[config.mk]
export PLATFORM = sky130hd
export DESIGN_NAME = sys_array_feeder
export DESIGN_NICKNAME = d
export VERILOG_FILES = /design/src/rtl/sys_array_feeder.sv
export SDC_FILE = /design/constraint.sdc
export NUM_CORES = 2
export LEC_CHECK = 0
export CAP_MARGIN = 20
export CORE_AREA = 2 2 688 690
export DETAILED_ROUTE_END_ITERATION = 6
export DIE_AREA = 0 0 690 692
export GPL_TIMING_DRIVEN = 0
export HOLD_SLACK_MARGIN = 0.03
export SLEW_MARGIN = 10
export SYNTH_ARGS = -nofsm -noshare
export SYNTH_HDL_FRONTEND = slang
export SYNTH_SLANG_ARGS = --single-unit
[constraint.sdc]
create_clock -name clk -period 2.35 [get_ports clk]
set_clock_uncertainty 0.15 [all_clocks]
set_input_delay 0.705 -clock clk [delete_from_list [all_inputs] [get_ports clk]]
set_output_delay 0.705 -clock clk [all_outputs]
set_load 0.05 [all_outputs]
[src/rtl/sys_array_feeder.sv]
// Input-side feeder for the systolic array: latches and strobes weights, skews input
// lanes diagonally, tracks which array output cycles carry results, and signals job end.
module sys_array_feeder #(
  parameter int DATA_WIDTH = 8,
  parameter int ARRAY_W    = 10,
  parameter int ARRAY_L    = 10,
  parameter int OUT_LAT    = 12
) (
  input  logic                         clk,
  input  logic                         reset_n,
  input  logic                         start,
  input  logic                         reload,
  input  logic signed [DATA_WIDTH-1:0] weight_in [0:ARRAY_W-1][0:ARRAY_L-1],
  input  logic                         in_valid,
  output logic                         in_ready,
  input  logic                         in_last,
  input  logic signed [DATA_WIDTH-1:0] in_data [0:ARRAY_L-1],
  output logic                         weights_load,
  output logic signed [DATA_WIDTH-1:0] weight_data [0:ARRAY_W-1][0:ARRAY_L-1],
  output logic signed [DATA_WIDTH-1:0] input_data [0:ARRAY_L-1],
  output logic                         res_valid,
  output logic [15:0]                  res_idx,
  output logic                         busy,
  output logic                         done
);

  localparam int FLUSH_CYC = (ARRAY_L - 1 > OUT_LAT) ? (ARRAY_L - 1) : OUT_LAT;
  localparam int FC_W      = $clog2(FLUSH_CYC + 1);

  typedef enum logic [1:0] {IDLE, WLOAD, STREAM, FLUSH} state_t;

  state_t                        r_state;
  state_t                        w_state_next;
  logic                          w_done_next;
  logic                          w_latch_w;
  logic                          w_accept;
  logic                          w_flush_end;

  logic                          r_in_ready;
  logic                          r_weights_load;
  logic                          r_busy;
  logic                          r_done;
  logic [15:0]                   r_beat;
  logic [FC_W-1:0]               r_flush_cnt;
  logic signed [DATA_WIDTH-1:0]  r_weight [0:ARRAY_W-1][0:ARRAY_L-1];
  logic                          r_vp_valid [0:OUT_LAT-1];
  logic [15:0]                   r_vp_idx [0:OUT_LAT-1];

  assign w_accept    = in_valid & r_in_ready;
  assign w_flush_end = (r_flush_cnt == FC_W'(FLUSH_CYC - 1));

  always_comb begin
    w_state_next = r_state;
    w_done_next  = 1'b0;
    w_latch_w    = 1'b0;
    case (r_state)
      IDLE: begin
        if (start) begin
          if (reload) begin
            w_state_next = WLOAD;
            w_latch_w    = 1'b1;
          end else begin
            w_state_next = STREAM;
          end
        end
      end
      WLOAD:  w_state_next = STREAM;
      STREAM: begin
        if (w_accept && in_last) w_state_next = FLUSH;
      end
      FLUSH: begin
        if (w_flush_end) begin
          w_state_next = IDLE;
          w_done_next  = 1'b1;
        end
      end
      default: w_state_next = IDLE;
    endcase
  end

  // Status outputs are registered from the next state so they line up with r_state.
  always_ff @(posedge clk or negedge reset_n) begin
    if (!reset_n) begin
      r_state        <= IDLE;
      r_in_ready     <= 1'b0;
      r_weights_load <= 1'b0;
      r_busy         <= 1'b0;
      r_done         <= 1'b0;
      r_beat         <= '0;
      r_flush_cnt    <= '0;
    end else begin
      r_state        <= w_state_next;
      r_in_ready     <= (w_state_next == STREAM);
      r_weights_load <= (w_state_next == WLOAD);
      r_busy         <= (w_state_next != IDLE);
      r_done         <= w_done_next;
      if (w_state_next == STREAM && r_state != STREAM) begin
        r_beat <= '0;
      end else if (w_accept) begin
        r_beat <= r_beat + 16'd1;
      end
      if (r_state != FLUSH) begin
        r_flush_cnt <= '0;
      end else if (!w_flush_end) begin
        r_flush_cnt <= r_flush_cnt + FC_W'(1);
      end
    end
  end

  always_ff @(posedge clk or negedge reset_n) begin
    if (!reset_n) begin
      for (int r = 0; r < ARRAY_W; r++) begin
        for (int c = 0; c < ARRAY_L; c++) begin
          r_weight[r][c] <= '0;
        end
      end
    end else if (w_latch_w) begin
      for (int r = 0; r < ARRAY_W; r++) begin
        for (int c = 0; c < ARRAY_L; c++) begin
          r_weight[r][c] <= weight_in[r][c];
        end
      end
    end
  end

  // Result tracker: bubbles shift through too, so gaps in the input stream survive.
  always_ff @(posedge clk or negedge reset_n) begin
    if (!reset_n) begin
      for (int s = 0; s < OUT_LAT; s++) begin
        r_vp_valid[s] <= 1'b0;
        r_vp_idx[s]   <= '0;
      end
    end else begin
      r_vp_valid[0] <= w_accept;
      r_vp_idx[0]   <= w_accept ? r_beat : 16'd0;
      for (int s = 1; s < OUT_LAT; s++) begin
        r_vp_valid[s] <= r_vp_valid[s-1];
        r_vp_idx[s]   <= r_vp_idx[s-1];
      end
    end
  end

  genvar gi;
  generate
    for (gi = 0; gi < ARRAY_L; gi++) begin : g_lane
      logic signed [DATA_WIDTH-1:0] r_chain [0:gi];

      always_ff @(posedge clk or negedge reset_n) begin
        if (!reset_n) begin
          for (int s = 0; s <= gi; s++) begin
            r_chain[s] <= '0;
          end
        end else begin
          r_chain[0] <= w_accept ? in_data[gi] : '0;
          for (int s = 1; s <= gi; s++) begin
            r_chain[s] <= r_chain[s-1];
          end
        end
      end

      assign input_data[gi] = r_chain[gi];
    end

    for (gi = 0; gi < ARRAY_W; gi++) begin : g_wrow
      assign weight_data[gi] = r_weight[gi];
    end
  endgenerate

  assign in_ready     = r_in_ready;
  assign weights_load = r_weights_load;
  assign busy         = r_busy;
  assign done         = r_done;
  assign res_valid    = r_vp_valid[OUT_LAT-1];
  assign res_idx      = r_vp_idx[OUT_LAT-1];

endmodule
==> flow_summary_export.csv <==
group,metric,value,unit
floorplanning,die-area,477000,µm²
detailed_routing,drt_iter0_drc,2041,
cells_and_area,drive_above_1_share,47.3,%
cells_and_area,nets,5568,
synthesis,yosys_warnings,0,
synthesis,syn_inst,2661,
synthesis,synth_compound_area_share,0.172,%
worst_setup_path,cp_data_required_time,1.49,ns
synthesis,yosys.area.top_type,"dfrtp_1",
place,hpwl,317,mm
cells_and_area,syn_to_final_growth,75.2,%
sta,rsz0062_at_grt,"true",
grt,grt_pass1_wl,438,mm
min_path,hold_class,"primary input to asynchronous set/reset pin",
synthesis,synth_top_family_by_area,"multiplexers",
synthesis,ys_top_cells_by_area,"dfrtp_1 (76%), mux2_2 (19%), buf_4 (1.4%)",
floorplanning,core,470000,µm²
worst_setup_path,start_kind,"register",
place,post-place-ws,-1.74,ns
cells_and_area,seqCellArea,36900,µm²
sta,period_share,104,%
synthesis,synth.area.mux_share,18.8,%
detailed_routing,drc,0,
power,powerDensity,948,nW/µm²
status,violations,"negative hold slack, negative setup slack",
grt,globalRouteTotalUtil,14.7,%
place,port-buffer-count,1785,
status,status,"finished with violations",
place,placed_area,74200,µm²
sta,slew_viol_final,0,
floorplanning,boundaryPins,1787,
worst_setup_path,worstRegToRegCells,6,
clock_network,cts_max_level,4,
grt,grt_pass1_vias,32700,
grt,overflow,0,
synthesis,synth_edf_count,0,
synthesis,synthDistinctLibCells,28,
synthesis,synth_top_area_share,76.4,%
worst_setup_path,critPathKind,"register to primary output",
detailed_routing,wl_per_cell,32.7,µm
synthesis,synth_area,48100,µm²
power,ir_drop,0.000575,V
clock_network,cts_inserted_buffers,181,
cells_and_area,post-route-util,18.0,%
detailed_routing,via_count,32900,
sta,setup_ws,-0.0856,ns
clock_network,cts_buffer_depth,4,
clock_network,cts_num_sinks,1470,
synthesis,synth_most_common_cell,"dfrtp_1",
floorplanning,die_x,690,µm
clock_network,clk_root_buffer_cell,"clkbuf_16",
clock_network,clk_pin_slew,0.06,ns
clock_network,cts_hold_buf,3,
worst_setup_path,rrSetupSlack,0.02,ns
sta,slew_headroom,36.7,%
synthesis,syn-num-nets,3549,
synthesis,ys_ff_latch,1470,
sta,hold_viol_final,91,
grt,antenna_found_initial,416,
synthesis,ys_seq_area_share,76.4,%
detailed_routing,viasPerCell,2.95,
grt,grt_max_degree,153,
floorplanning,start_util,10.2,%
worst_setup_path,endpoint_kind,"primary output",
synthesis,avgSynthCellArea,18.1,µm²
job,cap_violations,0,
floorplanning,rows,252,
cells_and_area,fillers,50900,
cells_and_area,multi_input_area,10100,µm²
sta,tightest_slew,0.949,ns
synthesis,ys_async_sr_fraction,100,%
synthesis,synthAdderAreaFrac,0.0520,%
detailed_routing,drt-total-wl,365,mm
worst_setup_path,r2r-end,"weight_data[238]$_DFFE_PN0P_",
worst_setup_path,cp.arrival,1.58,ns
sta,setup_viol,52,
synthesis,synth-simple-area-share,1.87,%
detailed_routing,postRouteAntennaNets,0,
sta,hold_ws,-0.415,ns
sta,fmax,0.411,GHz
synthesis,synthXorXnorAreaFrac,0.218,%
synthesis,synth_ff_type,"dfrtp_1",
power,leakage,37.8,nW
worst_setup_path,crit_fanout,2,
sta,period_needed,2.44,ns
clock_network,cts_tree,"done",
cells_and_area,final_area,84400,µm²
worst_setup_path,reg2reg_from,"r_state[1]$_DFF_PN0_",
place,place_congestion,1.03,
synthesis,netlist_top_cells_count,"dfrtp_1 (1470), mux2_2 (800), and3_1 (97), buf_2 (90), buf_4 (90)",
detailed_routing,first_pass_iters,5,
clock_network,clkLatencyLatePin,0.88,ns
floorplanning,die_y,692,µm
[critical path, cell delays in order, from the launching register on]
cell     delay (ns)
dfrtp_1        0.39
buf_6          0.13
buf_16         0.14
[layer usage]
layer,track usage [%],share of wire [%],vias up
met3,10.1,16,884
li1,-,-,13300
met2,21.6,41,1935
met1,16.9,38,16600
met5,0,0.48,-
met4,4.95,4.5,248
[report_power, final]
group	internal [mW]	switching, mW	total, mW	leakage (nW)
registers	28.3	2.10	30.4	19.5
logic	7.73	12.5	20.2	15.3
clock network	17.1	12.2	29.3	3.01
total	53.2	26.7	79.9	37.8
[how the worst max path moves through the flow]
| stage | startpoint | endpoint | slack, ns | cells past startpoint |
|---|---|---|---|---|
| 2_1_floorplan | in_valid | r_beat[15]$_DFFE_PN0P_ | 0.11 | 6 |
| 3_3_place_gp | reset_n | weight_data[88]$_DFFE_PN0P_ | -70.68 | 1 |
| 3_5_place_dp | reset_n | weight_data[215]$_DFFE_PN0P_ | -1.74 | 5 |
| 4_1_cts | weight_data[458]$_DFFE_PN0P_ | weight_data[458] | -0.24 | 1 |
| 5_1_grt | weight_data[150]$_DFFE_PN0P_ | weight_data[150] | -0.20 | 2 |
| 6_report | weight_data[150]$_DFFE_PN0P_ | weight_data[150] | -0.09 | 2 |
[cell usage in the layout, fill, tap and decap left out, types with 3 or more instances in the layout]
cell type / n
a21oi_1: 7
and3_1: 97
and4_1: 3
buf_12: 149
buf_16: 19
buf_2: 15
buf_4: 190
buf_6: 567
buf_8: 148
bufbuf_16: 4
bufinv_16: 17
clkbuf_1: 58
clkbuf_16: 188
clkbuf_4: 37
clkbuf_8: 24
clkdlybuf4s50_1: 883
clkinv_16: 5
clkinv_2: 23
clkinv_4: 11
clkinv_8: 6
clkinvlp_4: 9
dfrtp_1: 1412
dfrtp_2: 58
diode_2: 116
inv_16: 3
inv_6: 5
mux2_2: 800
nand2_1: 14
nand3_1: 6
nor2_1: 18
nor3_1: 5
o21ai_0: 6
or3_1: 5
xnor2_1: 4
xor2_1: 8
[metrics by stage]
stage / instances / setup TNS, ns / power (mW)
2_1_floorplan: 2661 / 0 / 39.2
3_5_place_dp: 10700 / -1861.59 / 49.3
6_report: 11200 / -1.37 / 79.9
5_1_grt: 11100 / -31.69 / 83.0
3_3_place_gp: 10700 / - / 49.0
4_1_cts: 11000 / -257.55 / 79.0
[what timing repair did]
item | in CTS | in global routing
buffers inserted | 14 | 99
endpoints found under the hold margin | 105 | 91
gates resized for setup | 4479 | 3010
endpoints found under the setup margin | 2052 | 1863
gates cloned | 3 | 5
[area by class of cell]
| class | count | area share, % |
|---|---|---|
| inverter | 1 | 0.00890 |
| clock buffer | 246 | 5.99 |
| timing repair buffer | 1925 | 26.2 |
| antenna | 116 | 0.344 |
| multi-input combinational | 987 | 12.0 |
| sequential | 1470 | 43.7 |
| buffer | 114 | 1.17 |
| clock inverter | 79 | 1.36 |
| tap | 6223 | 9.23 |
[cell families (layout without fill, tap and decap cells)]
group           after synthesis  in the layout
xor+xnor                     12             12
fa+ha+maj                     2              2
simple gates                156            156
buf+inv                     204           2365
compound gates               15             15
mux                         802            802
flops                      1470           1470
other cells                   0            116
[sequential cells by signal, summed over array words and instances (netlist names), 2 cells and up]
signal,flops
g_lane.r_chain,368
r_state,2
weight_data,800
r_beat,16
r_vp_idx,176
input_data,72
r_vp_valid,11
r_flush_cnt,4
res_idx,16
(Power assumes the default switching activity.)
